**src/rtl/cpu_pkg.sv**
```systemverilog
// cpu_pkg: shared types and default constants for the 6502 datapath blocks.
//   pc_state_t      - program counter sequencing state (RUN / FIX)
//   fix_dir_t       - page fix-up direction produced by the lane adder
//   PC_RESET_VECTOR - default PC after reset
//   PC_LANE_W       - default lane (byte) width, also the branch offset width
package cpu_pkg;

  typedef enum logic {
    RUN = 1'b0,
    FIX = 1'b1
  } pc_state_t;

  typedef enum logic [1:0] {
    FIX_NONE = 2'b00,
    FIX_INC  = 2'b01,
    FIX_DEC  = 2'b10
  } fix_dir_t;

  localparam logic [15:0] PC_RESET_VECTOR = 16'hFFFC;
  localparam int          PC_LANE_W       = 8;

endpackage

```
**src/rtl/pc_lane_adder.sv**
```systemverilog
// pc_lane_adder: adds a signed LANE_W-bit offset to the lowest PC lane and
// reports whether the upper lanes need a +1 / -1 fix-up (page crossing).
//   lane_in  - current lowest lane of the PC
//   offset   - signed two's-complement branch offset
//   sum      - new lowest lane (modulo 2^LANE_W)
//   fix_dir  - FIX_NONE, FIX_INC (carry with offset >= 0) or
//              FIX_DEC (no carry with offset < 0)
module pc_lane_adder
  import cpu_pkg::*;
#(
  parameter int LANE_W = PC_LANE_W
) (
  input  logic [LANE_W-1:0] lane_in,
  input  logic [LANE_W-1:0] offset,
  output logic [LANE_W-1:0] sum,
  output fix_dir_t          fix_dir
);

  logic [LANE_W:0] wide_sum_s;
  logic            carry_s;
  logic            offset_neg_s;

  // Unsigned add with carry out; the offset sign decides how the carry reads.
  always_comb begin
    wide_sum_s   = {1'b0, lane_in} + {1'b0, offset};
    carry_s      = wide_sum_s[LANE_W];
    offset_neg_s = offset[LANE_W-1];
    sum          = wide_sum_s[LANE_W-1:0];
    // A negative offset is added as 2^LANE_W - |offset|, so a borrow shows
    // up as the absence of carry.
    if (!offset_neg_s && carry_s) begin
      fix_dir = FIX_INC;
    end else if (offset_neg_s && !carry_s) begin
      fix_dir = FIX_DEC;
    end else begin
      fix_dir = FIX_NONE;
    end
  end

endmodule

```
**src/rtl/program_counter_ext.sv**
```systemverilog
// program_counter_ext: parametrised lane-split program counter.
//   clk, reset_n - rising-edge clock, asynchronous active-low reset
//   pc_in        - parallel load data
//   lane_load    - per-lane load mask (bit k loads lane k of pc_in)
//   inc_enable   - increment PC by one
//   branch       - start a relative branch by the signed offset
//   offset       - signed branch offset (LANE_W bits)
//   pc_out       - current PC (registered)
//   busy         - high during the page-fix cycle of a crossing branch
//   page_cross   - high during the page-fix cycle of a crossing branch
// ADDR_W must be a multiple of LANE_W and at least 2*LANE_W.
module program_counter_ext
  import cpu_pkg::*;
#(
  parameter int                 ADDR_W      = 16,
  parameter int                 LANE_W      = PC_LANE_W,
  parameter logic [ADDR_W-1:0]  RESET_VALUE = ADDR_W'(PC_RESET_VECTOR),
  localparam int                LANES       = ADDR_W / LANE_W
) (
  input  logic              clk,
  input  logic              reset_n,
  input  logic [ADDR_W-1:0] pc_in,
  input  logic [LANES-1:0]  lane_load,
  input  logic              inc_enable,
  input  logic              branch,
  input  logic [LANE_W-1:0] offset,
  output logic [ADDR_W-1:0] pc_out,
  output logic              busy,
  output logic              page_cross
);

  localparam int UPPER_W = ADDR_W - LANE_W;

  pc_state_t         state_q, state_d;
  logic [ADDR_W-1:0] pc_q, pc_d;
  logic              dir_dec_q, dir_dec_d;
  logic              busy_q, busy_d;
  logic              page_cross_q, page_cross_d;

  logic [LANE_W-1:0] lane_sum_s;
  fix_dir_t          fix_dir_s;
  logic              load_any_s;
  logic [UPPER_W-1:0] upper_s;

  // Replace the masked lanes of cur with the matching lanes of din.
  function automatic logic [ADDR_W-1:0] apply_lane_load(
    input logic [ADDR_W-1:0] cur,
    input logic [ADDR_W-1:0] din,
    input logic [LANES-1:0]  mask
  );
    logic [ADDR_W-1:0] res;
    res = cur;
    for (int k = 0; k < LANES; k++) begin
      if (mask[k]) begin
        res[k*LANE_W +: LANE_W] = din[k*LANE_W +: LANE_W];
      end else begin
        res[k*LANE_W +: LANE_W] = cur[k*LANE_W +: LANE_W];
      end
    end
    return res;
  endfunction

  pc_lane_adder #(
    .LANE_W (LANE_W)
  ) u_lane_adder (
    .lane_in (pc_q[LANE_W-1:0]),
    .offset  (offset),
    .sum     (lane_sum_s),
    .fix_dir (fix_dir_s)
  );

  assign load_any_s = (lane_load != {LANES{1'b0}});
  assign upper_s    = pc_q[ADDR_W-1:LANE_W];

  // State and datapath registers.
  always_ff @(posedge clk or negedge reset_n) begin
    if (!reset_n) begin
      state_q      <= RUN;
      pc_q         <= RESET_VALUE;
      dir_dec_q    <= 1'b0;
      busy_q       <= 1'b0;
      page_cross_q <= 1'b0;
    end else begin
      state_q      <= state_d;
      pc_q         <= pc_d;
      dir_dec_q    <= dir_dec_d;
      busy_q       <= busy_d;
      page_cross_q <= page_cross_d;
    end
  end

  // Next-state logic: only a page-crossing branch (without a load) enters FIX.
  always_comb begin
    state_d = state_q;
    case (state_q)
      RUN: begin
        if (load_any_s) begin
          state_d = RUN;
        end else if (branch && (fix_dir_s != FIX_NONE)) begin
          state_d = FIX;
        end else begin
          state_d = RUN;
        end
      end
      FIX:     state_d = RUN;
      default: state_d = RUN;
    endcase
  end

  // Datapath next values and flags, prioritised load > branch > inc > hold.
  always_comb begin
    pc_d         = pc_q;
    dir_dec_d    = dir_dec_q;
    busy_d       = 1'b0;
    page_cross_d = 1'b0;
    case (state_q)
      RUN: begin
        if (load_any_s) begin
          pc_d = apply_lane_load(pc_q, pc_in, lane_load);
        end else if (branch) begin
          pc_d[LANE_W-1:0] = lane_sum_s;
          if (fix_dir_s != FIX_NONE) begin
            dir_dec_d    = (fix_dir_s == FIX_DEC);
            busy_d       = 1'b1;
            page_cross_d = 1'b1;
          end else begin
            dir_dec_d = dir_dec_q;
          end
        end else if (inc_enable) begin
          pc_d = pc_q + ADDR_W'(1);
        end else begin
          pc_d = pc_q;
        end
      end
      FIX: begin
        // A load abandons the pending fix; branch/inc are ignored here.
        if (load_any_s) begin
          pc_d = apply_lane_load(pc_q, pc_in, lane_load);
        end else if (dir_dec_q) begin
          pc_d[ADDR_W-1:LANE_W] = upper_s - UPPER_W'(1);
        end else begin
          pc_d[ADDR_W-1:LANE_W] = upper_s + UPPER_W'(1);
        end
      end
      default: begin
        pc_d = pc_q;
      end
    endcase
  end

  assign pc_out     = pc_q;
  assign busy       = busy_q;
  assign page_cross = page_cross_q;

endmodule
```
**config.mk**
```make
export PLATFORM = sky130hd
export DESIGN_NAME = program_counter_ext
export DESIGN_NICKNAME = d
export VERILOG_FILES = /design/src/rtl/cpu_pkg.sv /design/src/rtl/pc_lane_adder.sv /design/src/rtl/program_counter_ext.sv
export SDC_FILE = /design/constraint.sdc
export NUM_CORES = 1
export LEC_CHECK = 0
export CAP_MARGIN = 20
export CORE_MARGIN = 1
export CORE_UTILIZATION = 49
export CTS_CLUSTER_DIAMETER = 120
export CTS_CLUSTER_SIZE = 14
export DETAILED_ROUTE_END_ITERATION = 16
export DONT_BUFFER_PORTS = 1
export GPL_ROUTABILITY_DRIVEN = 1
export RECOVER_POWER = 50
export SLEW_MARGIN = 40
export SYNTH_ARGS = -nofsm -noshare
export SYNTH_HDL_FRONTEND = slang
export SYNTH_HIERARCHICAL = 1
export SYNTH_SLANG_ARGS = --single-unit
```
**constraint.sdc**
```tcl
create_clock -name clk -period 4.1 [get_ports clk]
set_input_delay 1.23 -clock clk [delete_from_list [all_inputs] [get_ports clk]]
set_output_delay 1.23 -clock clk [all_outputs]
set_load 0.02 [all_outputs]
```
## Yosys cells after proc, flatten, opt, wreduce, memory -nomap -nowiden

Cells that the tools add are included.

- Flip-flop bits (word level): 19
- Input port bits: 30
- Output and inout port bits: 18
- Word-level logic and storage cells: 45

- $add $sub $neg: 4
- Equality and inequality tests: 5
- Mux-type cells: 19
- Bitwise logic cells: 2
- Reduce and logical (&&, ||, !) cells: 10

Operator list:

| operator | count |
|---|---|
| $mux 8 | 7 |
| $mux 16 | 2 |
| $pmux 16 s2 | 1 |
| $add 16x1->16 const B | 1 |
| $add 8x8->9 | 1 |
| $add 8x1->8 const B | 1 |
| $sub 8x1->8 const B | 1 |
| $mux 1 | 6 |
| $ne 3x3->1 const B | 2 |
| $mux 2 | 2 |
| $ne 4x4->1 const B | 1 |
| $reduce_and 2->1 | 2 |
| $reduce_and 4->1 | 1 |
| $reduce_bool 2->1 | 2 |
| $logic_and 1x1->1 | 3 |
| $eq 2x2->1 const B | 1 |
| $logic_not 1->1 | 2 |
| $ne 2x1->1 const B | 1 |
| $not 1->1 | 2 |
| $pmux 1 s2 | 1 |

## Depth between registers and ports, before layout

- Depth in word-level cells: 10
- Mapped depth: 9

## Modules after synthesis

Netlist, hierarchy kept.

Modules (own cells, without submodules):

| module | instances | cells each | area an instance (µm²) | seq. area each (µm²) |
|---|---|---|---|---|
| program_counter_ext | 1 | 192 | 1571.5 | 467.9 |
| pc_lane_adder | 1 | 46 | 347.8 | 0.0 |

## Least setup slack after synthesis

Ideal clock, no wire load.

- Path kind: input to register
- Start: in offset[0]
- End: reg pc_q[6], in the netlist pc_out[6]
- Data arrival time: 2.755 ns
- Data required time: 4.020 ns
- Path slack: 1.265 ns
- Cell stages on the path: 9
- Buffers on the path: 0
- Path through: ha_1 inv_1 fa_1 nor2b_4 o31a_1 or4b_1 nand3_1 a21oi_1 o21ai_0

- Cells in the longest elaborated chain, start to end: 4

Ends and longest elaborated chain:

| item | line | text |
|---|---|---|
| start, declared | program_counter_ext.sv:26 | `input logic [LANE_W-1:0] offset,` |
| $add 8x8->9 | pc_lane_adder.sv:25 | `wide_sum_s = {1'b0, lane_in} + {1'b0, offset};` |
| via lane_sum_s[6] | program_counter_ext.sv:40 | `logic [LANE_W-1:0] lane_sum_s;` |
| $mux 8 | program_counter_ext.sv:120 | `end else if (branch) begin` |
| $mux 16 | program_counter_ext.sv:118 | `if (load_any_s) begin` |
| $pmux 16 s2 | program_counter_ext.sv:116 | `case (state_q)` |
| end signal, assigned | program_counter_ext.sv:85 | `pc_q <= pc_d;` |
| end, declared | program_counter_ext.sv:35 | `logic [ADDR_W-1:0] pc_q, pc_d;` |

The timed path passes the listed nets, and every way through them passes these cells.
A chain may end at the register's enable or synchronous reset.

## Final worst setup path

Same ends and word-level chain as after synthesis.

==> metrics.txt <==
run status=complete, no violations; routed vias=1,841; post-CTS setup buffers=0; CTS root buffer=sky130_fd_sc_hd__clkbuf_8; register clock-pin slew on the reported worst setup and hold paths=approximately 80 ps; number of warnings issued by yosys=6; proportion of synthesized flip-flops having asynchronous set or reset=1.00; number of buffers on the longest clock path=2; share of the yosys chip area belonging to registers=0.244; largest stage delay on the critical path=between 400 and 500 ps; Hold Worst Slack=~600 ps; hold crit path type=reg -> reg; Max Transition Viols Final=0; initial core utilization=0.516; wire length of the first global-routing pass=roughly 8.9 mm; Critical Path Slowest Stage Cell=sky130_fd_sc_hd__or4b_1; number of CTS-inserted buffers=3; area of the core=3720 um2; final design utilization=0.533; count of instances resized after the clock tree is built=0; Congestion Overflow GR=0; Max FO, Critical Path=4; power density over the cells=roughly 440 nW/um2; flip-flop and latch count after synthesis=18; flip-flop cell with the highest count after synthesis=sky130_fd_sc_hd__dfstp_2; top area cells in the synthesized netlist=sky130_fd_sc_hd__dfstp_2, sky130_fd_sc_hd__ha_1, sky130_fd_sc_hd__o21ai_0; post-route antenna net violation count=0; detailed-routed wire length on met2=approximately 2.3 mm; half-perimeter wire length after detailed placement=slightly below 4 mm; max cap viols=0; largest area contributor in the synthesized netlist=sky130_fd_sc_hd__dfstp_2; placer's final routability congestion estimate=0.833; EDFF count, synth=0; Area growth, synth to finish=3.19%; number of endpoints with negative hold slack in the final report=0; total placed cells including tap cells=around 280; area of the mapped netlist=between 1500 and 2000 um2; setup violators final=0; via density per instance=about 6.6; total iterations of the first detailed-routing run=4; average cell area after synthesis=between 8 and 9 um2; quantity of I/O buffers inserted on ports=0; slew at the pin closest to its max-slew limit=approximately 670 ps; drt drc=0; insertion delay of the later-clocked pin in the worst-skew pair=about 260 ps; area share of the largest cell type after synthesis=0.192; worst path required time=4290 ps; final worst-path cycle share=0.653; final routed wire length divided by cell count=18.5 um; number of antenna violations at the first check in global routing=0; peak ir drop on the vdd network=0.281 mV; via count of the first global-routing pass=roughly 1.8k; arrival time reported for the critical path endpoint=2870 ps; CTS tree=built; global router's overall resource usage=0.271; total power draw=slightly below 0.9 mW; fin crit period=about 2700 ps; cell-by-cell trace of the critical path=ha_1 -> inv_1 -> fa_1 -> nor2b_4 -> o31a_1 -> or4b_1 -> nand3_1 -> a21oi_1 -> o21ai_0; routed length on met1=about 2.4 mm; worst clock skew on the final layout=8.31 ps; gate count of the mapped netlist=roughly 240; number of nets at the end of the flow=280; area of the die=between 4000 and 5000 um2; start-to-end type of the worst setup path=in -> reg; number of hold buffers added after CTS=0; tightest slew margin relative to the limit=0.555; total nets after synthesis=roughly 290; fmax=373 MHz; share of final-layout standard cells stronger than drive strength 1=0.0991; maximum level of the CTS H-tree=1; Leak=roughly 0.78 nW; Num Clock Sinks=18; antenna diode count=0; largest net degree at the start of global routing=22; crit path launch type=input port; Chip Height=roughly 65 um; endpoint type of the worst setup path=flop; First DRT Iteration DRCs=around 160; RSZ-0062 raised after global routing=no; top layer reached by signal wires=met4; post-synthesis cell type count=50; final non-filler cell total=280; Boundary Pins=48; Fin Setup TNS=0 ps; standard-cell rows=22; Post-Route WL=5.17 mm; length of routed met3 wiring=roughly 350 um; Synth top cells by count=sky130_fd_sc_hd__nor2_1, sky130_fd_sc_hd__o21ai_0, sky130_fd_sc_hd__a21oi_1, sky130_fd_sc_hd__ha_1, sky130_fd_sc_hd__dfstp_2; die outline width=~65 um
-- metal layers --
| metal | vias up | GRT usage |
|---|---|---|
| li1 | 878 | - |
| met1 | 883 | 0.390 |
| met2 | 72 | 0.414 |
| met3 | 8 | 0.0581 |
| met4 | 0 | 0.0528 |
| met5 | - | 0 |
-- critical path: cells and delay by family --
kind / cells / cell delay (ps)
simple gates: 3 / 640
compound gates: 3 / 490
fa+ha+maj: 2 / 440
buf+inv: 1 / 70
-- cell usage in the layout, fill, tap and decap left out, types with 3 or more instances in the layout --
cell type,Yosys,final
sky130_fd_sc_hd__dfrtp_1,4,4
sky130_fd_sc_hd__a22oi_1,6,6
sky130_fd_sc_hd__and3_1,3,3
sky130_fd_sc_hd__nand2_1,12,12
sky130_fd_sc_hd__inv_1,10,10
sky130_fd_sc_hd__a21oi_1,22,22
sky130_fd_sc_hd__nand3_1,5,5
sky130_fd_sc_hd__xor2_1,5,5
sky130_fd_sc_hd__a211oi_1,4,4
sky130_fd_sc_hd__or3_1,4,4
sky130_fd_sc_hd__o31ai_1,4,4
sky130_fd_sc_hd__ha_1,15,15
sky130_fd_sc_hd__a31oi_1,8,8
sky130_fd_sc_hd__dfstp_1,0,5
sky130_fd_sc_hd__o211ai_1,3,3
sky130_fd_sc_hd__o21ai_0,25,25
sky130_fd_sc_hd__o22ai_1,4,4
sky130_fd_sc_hd__o21a_1,3,3
sky130_fd_sc_hd__xnor2_1,10,10
sky130_fd_sc_hd__nor2_1,25,25
sky130_fd_sc_hd__nor2b_1,4,4
sky130_fd_sc_hd__dfstp_2,14,9
sky130_fd_sc_hd__clkbuf_8,1,4
sky130_fd_sc_hd__nand2b_1,4,4
-- path summary, 6_finish.rpt --
kind,from,end,depth (start not counted),slack [ps]
max,offset[0],pc_out[6],9,1420
min,pc_out[2],pc_out[2],2,610
max reg2reg,page_cross,pc_out[14],5,1700
min reg2reg,pc_out[2],pc_out[2],2,610
max in group asynchronous,reset_n,pc_out[3],0,3260
min in group asynchronous,reset_n,page_cross,0,650
-- per-stage QoR --
step	setup slack (ps)	instance area (um2)
after global routing	1330	1980
after CTS	1430	1980
final	1420	1980
after floorplan	1260	1920
after detailed placement	1160	1920
after global placement	1210	1920
-- cell families (layout without fill, tap and decap cells) --
| kind of cell | Yosys count | in the layout | synth area share |
|---|---|---|---|
| compound gates | 90 | 90 | 0.291 |
| xor+xnor | 15 | 15 | 0.0684 |
| fa+ha+maj | 17 | 17 | 0.119 |
| buf+inv | 20 | 14 | 0.0502 |
| flops | 18 | 18 | 0.244 |
| mux | 3 | 3 | 0.0169 |
| simple gates | 75 | 75 | 0.211 |
-- cell type report --
type                       count  area, um2
fill                         384       1740
multi-input combinational    200       1360
sequential                    18        468
tap                           48       60.1
clock buffer                   4       55.1
inverter                      10       37.5
-- report_power, final --
group          total, mW  switching (mW)  internal (mW)  leakage (nW)
Sequential         0.319          0.0988          0.220         0.192
Combinational      0.399           0.208          0.191         0.561
Clock              0.149          0.0639         0.0855        0.0288
Total              0.867           0.371          0.497         0.782
-- flip-flops by register name (all words and copies together) (netlist names) --
signal,flops
pc_out,16
page_cross,1
dir_dec_q,1
Note: power is estimated with default switching activity, not from simulation.
==> RTL edit 1: new RTL, config.mk and constraints unchanged <==
Change the package constant `PC_LANE_W` from 8 to 6.
--- a/src/rtl/cpu_pkg.sv
+++ b/src/rtl/cpu_pkg.sv
@@ -17,7 +17,7 @@
   } fix_dir_t;
 
   localparam logic [15:0] PC_RESET_VECTOR = 16'hFFFC;
-  localparam int          PC_LANE_W       = 8;
+  localparam int          PC_LANE_W       = 6;
 
 endpackage
 
Ports: changed (resized offset); port bits go from 48 to 46. No check against the original RTL was run, so the function may have changed too.
==> RTL edit 1 against the unedited design <==
  * Area after synthesis up 4.4%
  * Wire length up 7.8%
  * First-iteration DRC count up 22%
  * Worst setup slack worse by 220 ps
  * Global-route usage up 0.38 points
  * Sequential cell count unchanged
  * Sequential power up 8.5%
  * Total power up 13%
  * Sequential share of layout area down 1.1 points
  * Cell area up 5.3%
  * Critical endpoint is now dir_dec_q
  * Largest cell class unchanged
==> RTL edit 1: results (changes against the unedited design) <==
* H-tree levels at 1 (unchanged)
* DRT met1 WL at 2.56 mm (+5.5%)
* Slowest stage cell, crit path: fa_1
* Total inserted antenna cells at 0 (unchanged)
* Fraction of layout cells with a size suffix above 1 at 0.0962 (-0.00290)
* Longest Clk Path Bufs at 2 (unchanged)
* Post-synth cell types at 65 (+30%)
* Largest cells by area after synthesis: dfstp_2, ha_1, dfrtp_1
* Max layer used: met4
* Synth Area in Compound Gates at 0.298 (+0.00698)
* Post-synthesis mux area share at 0.0212 (+0.00427)
* Worst IR Drop VDD at 0.000225 V (-20%)
* Setup Skew at 4.49 ps (-3.82 ps)
* Routability cong. at 0.848 (+1.8%)
* Post-DP Area at 2030 sq um (+5.7%)
* Most frequent cells after synthesis: nand2_1, nor2_1, a21oi_1, ha_1, dfstp_2
* Nets@finish at 285 (+1.8%)
* CP max stage delay at 430 ps (-50 ps)
* HPWL after DPL at 4.24 mm (+9.0%)
* GR Util All Layers at 0.275 (+0.00377)
* Ys Warns at 6 (unchanged)
* First-pass GRT wire length at 9.19 mm (+3.4%)
* Worst-path maximum fanout at 3 (-1)
* Asr flop ratio synth at 1.00 (unchanged)
* Worst EP arrival at 3090 ps (+220 ps)
* Initial DRT Pass Iterations at 4 (unchanged)
* XOR/XNOR share of the synthesized area at 0.0524 (-0.0160)
* Status: finished clean
* Sequential fraction of the synthesis area at 0.233 (-0.0103)
* Met3 routed wirelength at 290 microns (-17%)
* Initial DRC Count at 189 (+22%)
* Slew of the pin with the lowest slew margin at 807 ps (+139 ps)
* Pin count of the biggest net entering global routing at 20 (-9.1%)
* Top_reg_cell synth: dfstp_2
* Clk root buf: clkbuf_8
* P_leak at 0.000829 uW (+6.1%)
* Number of global-route vias before repair at 1896 (+4.6%)
* Number of remaining DRC errors at 0 (unchanged)
* Clk slew on worst S/H paths at 80 ps (about the same)
* Starting Density at 0.528 (+0.0112)
* Adder-cell area share of the yosys netlist at 0.114 (-0.00504)
* WL met2 at 2.70 mm (+16%)
* DR vias at 1954 (+6.1%)
* Routed WL at 5.57 mm (+7.8%)
* Final Setup Violations at 0 (unchanged)
RTL edit 1: cell count changes after synthesis, sizes merged, moves of 4 or more:
cell   before  now
o21ai      25   20
a21o        1    6
a22oi       6    2
nor2       25   20
a21oi      22   16
xnor2      10    5
o31ai       4    0
nand2      12   21
RTL edit 1: final timing paths:
path / start / cells after the start / slack [ps] / endpoint
min in group asynchronous: reset_n / 0 / 650 / page_cross
max in group asynchronous: reset_n / 0 / 3270 / pc_out[3]
worst min register to register: pc_out[7] / 2 / 620 / pc_out[7]
worst min-delay path: pc_out[7] / 2 / 620 / pc_out[7]
worst max-delay path: offset[0] / 7 / 1200 / dir_dec_q
worst max register to register: dir_dec_q / 6 / 1530 / pc_out[14]
RTL edit 1: where the power goes:
group	internal (uW)	total, uW	switching, uW	leakage, uW
clock network	85.5	157	71.6	0.0000288
logic	216	479	263	0.000610
registers	225	346	122	0.000190
RTL edit 1: logic make-up (layout without fill, tap and decap cells):
group,after synthesis,count (layout)
mux,4,4
flops,18,18
simple gates,86,86
compound gates,88,88
fa+ha+maj,17,17
buf+inv,18,14
xor+xnor,12,12
RTL edit 1: final cells by class:
type                            instances  area [sq um]
Multi-Input combinational cell        207          1460
Clock buffer                            4          55.1
Inverter                               10          37.5
Tap cell                               48          60.1
Fill cell                             374          1710
Sequential cell                        18           469
RTL edit 1: layer usage:
metal	vias up	global-route usage
met1	952	0.361
met5	-	0
met2	62	0.471
li1	936	-
met3	4	0.0552
met4	0	0.0399
RTL edit 1: metrics by stage:
step / setup WS, ps / cells
floorplan: 1160 / 243
global placement: 1010 / 283
detailed placement: 946 / 283
CTS: 1210 / 287
global route: 1120 / 287
finish: 1200 / 287
RTL edit 1: worst max-delay path, delay by kind of cell:
family	cells	cell delay, ps
compound gates	5	1200
fa+ha+maj	2	660
==> RTL edit 2: new RTL, same settings <==
Without the edit above. Register the input `offset` before use, with the module's reset. The logic sees it one clock later. The other inputs are not delayed to match.
--- a/src/rtl/program_counter_ext.sv
+++ b/src/rtl/program_counter_ext.sv
@@ -30,6 +30,16 @@
 );
 
   localparam int UPPER_W = ADDR_W - LANE_W;
+
+  logic [LANE_W-1:0] offset_q;
+
+  always_ff @(posedge clk or negedge reset_n) begin
+    if (!reset_n) begin
+      offset_q <= '0;
+    end else begin
+      offset_q <= offset;
+    end
+  end
 
   pc_state_t         state_q, state_d;
   logic [ADDR_W-1:0] pc_q, pc_d;
@@ -64,7 +74,7 @@
     .LANE_W (LANE_W)
   ) u_lane_adder (
     .lane_in (pc_q[LANE_W-1:0]),
-    .offset  (offset),
+    .offset  (offset_q),
     .sum     (lane_sum_s),
     .fix_dir (fix_dir_s)
   );
Behaviour: not the same (Yosys sat finds a counterexample within 4 cycles, from zero or initial values and one cycle with reset_n low).
==> RTL edit 2 against the unedited design <==
  * Cell count grew 6.8%
  * Utilization shrank 0.51 points
  * Area after synthesis grew 15%
  * Maximum frequency grew 13%
  * Worst setup slack gained 300 ps
  * Die area grew 15%
  * Cell area grew 16%
  * Clock power grew 47%
  * First-iteration DRC count shrank 44%
  * Total power grew 26%
  * Wire length grew 4.0%
  * Count of clock-buffer cells in the layout shrank 1
  * Sequential cell count grew 8
==> RTL edit 2: results (changes against the unedited design) <==
* FF-to-FF Start: pc_out[0]
* CTS sink cnt at 26 (+8)
* Clock-cell share at 0.0310 (+0.00323)
* Switching share of power at 0.401 (-0.0265)
* Pin count of the biggest net entering global routing at 27 (+23%)
* Post-CTS Resized at 0 (unchanged)
* DR vias at 1883 (+2.3%)
* Sequential fraction of the synthesis area at 0.303 (+0.0587)
* Worst EP arrival at 2580 ps (-290 ps)
* Part of the power in registers at 0.377 (+0.010)
* Sequential portion of the cell area at 0.291 (+0.0544)
* First-pass GRT wire length at 9.03 mm (+1.6%)
* Fraction of layout cells with a size suffix above 1 at 0.117 (+0.0183)
* Clk slew on worst S/H paths at 100 ps (+20 ps)
* Fill cell count at 408 (+6.3%)
* Setup Skew at 16.6 ps (+8.32 ps)
* Total inserted antenna cells at 0 (unchanged)
* Placed Instances at 295 (+6.9%)
* Worst IR Drop VDD at 0.000228 V (-19%)
* Post-synth cell types at 55 (+10%)
* GR Util All Layers at 0.235 (-0.0359)
* HPWL after DPL at 4.04 mm (+3.8%)
* Initial DRT Pass Iterations at 4 (unchanged)
* Multi-input gate area at 1440 sq um (+6.0%)
* Slew of the pin with the lowest slew margin at 755 ps (+87.0 ps)
* Routed WL at 5.38 mm (+4.0%)
* Hold_sp: pc_out[5]
* Largest cells by area after synthesis: dfstp_2, dfrtp_1, ha_1
* Largest register FFs at 16 (unchanged)
* Initial DRC Count at 87 (-44%)
* Syn avg cell area at 8.80 sq um (+9.1%)
* Inverters at 14 (+4)
* Worst-path maximum fanout at 7 (+3)
* Ys Warns at 6 (unchanged)
* Status: finished clean
* Post-DR vias/cell at 6.30 (-4.2%)
* Clock share of power at 0.200 (+0.028)
* Most frequent cells after synthesis: nand2_1, a21oi_1, nor2_1, ha_1
* Startpoint types: register
* Number of multi-input logic gates at 203 (+1.5%)
* Routability cong. at 0.847 (+1.7%)
* P_leak at 0.000924 uW (+18%)
* Clock latency on the worst-skew pair at 290 ps (+30 ps)
* Number of global-route vias before repair at 1801 (-0.61%)
* Num CTS Buffers at 3 (unchanged)
==> RTL edit 2: cell count changes after synthesis, sizes merged, moves of 7 or more <==
cell	before	now
nand2	12	22
o21ai	25	16
dfrtp	4	12
nor2	25	17
clkbuf	7	0
==> RTL edit 2: worst paths after layout <==
path / slack, ps / depth (start not counted) / to
setup / recovery: 1720 / 10 / pc_out[4]
hold / removal: 610 / 2 / pc_out[5]
setup reg to reg: 1720 / 10 / pc_out[4]
hold reg to reg: 610 / 2 / pc_out[5]
max in group asynchronous: 3290 / 0 / pc_out[5]
min in group asynchronous: 620 / 0 / offset_q[1]
==> RTL edit 2: cells by family (layout without fill, tap and decap cells) <==
group                      count (synthesis)  after routing  share of synthesized area
AOI/OAI and AO/OA                         83             83                      0.262
and+or+nand+nor                           83             83                      0.207
muxes                                      6              6                     0.0272
xor gates and xnor gates                  14             14                     0.0555
buffers and inverters                     22             18                     0.0431
DFF                                       26             26                      0.303
adders and majority gates                 17             17                      0.103
==> RTL edit 2: routing by layer <==
metal / vias to the layer above / GRT usage / part of all wire
met5: - / 0 / 0
met4: 0 / 0.0522 / 0.010
met3: 6 / 0.0687 / 0.085
met2: 74 / 0.341 / 0.42
met1: 882 / 0.344 / 0.49
li1: 921 / - / -
==> RTL edit 2: per-stage QoR <==
stage	worst slack (ps)	instance area, sq um	total power, uW
2_1_floorplan	1860	2210	793
3_3_place_gp	1610	2230	883
3_5_place_dp	1530	2230	883
4_1_cts	1710	2300	1100
5_1_grt	1550	2300	1180
6_report	1720	2300	1100
==> RTL edit 2: worst max-delay path: stages (launching register included) <==
cell and delay [ps]:
dfrtp_1 590, ha_1 250, inv_1 60, fa_1 430, nor2b_4 140, o31a_1 180, a21oi_1 60, nand2_1 80
o21ai_0 110, a222oi_1 320, inv_1 70
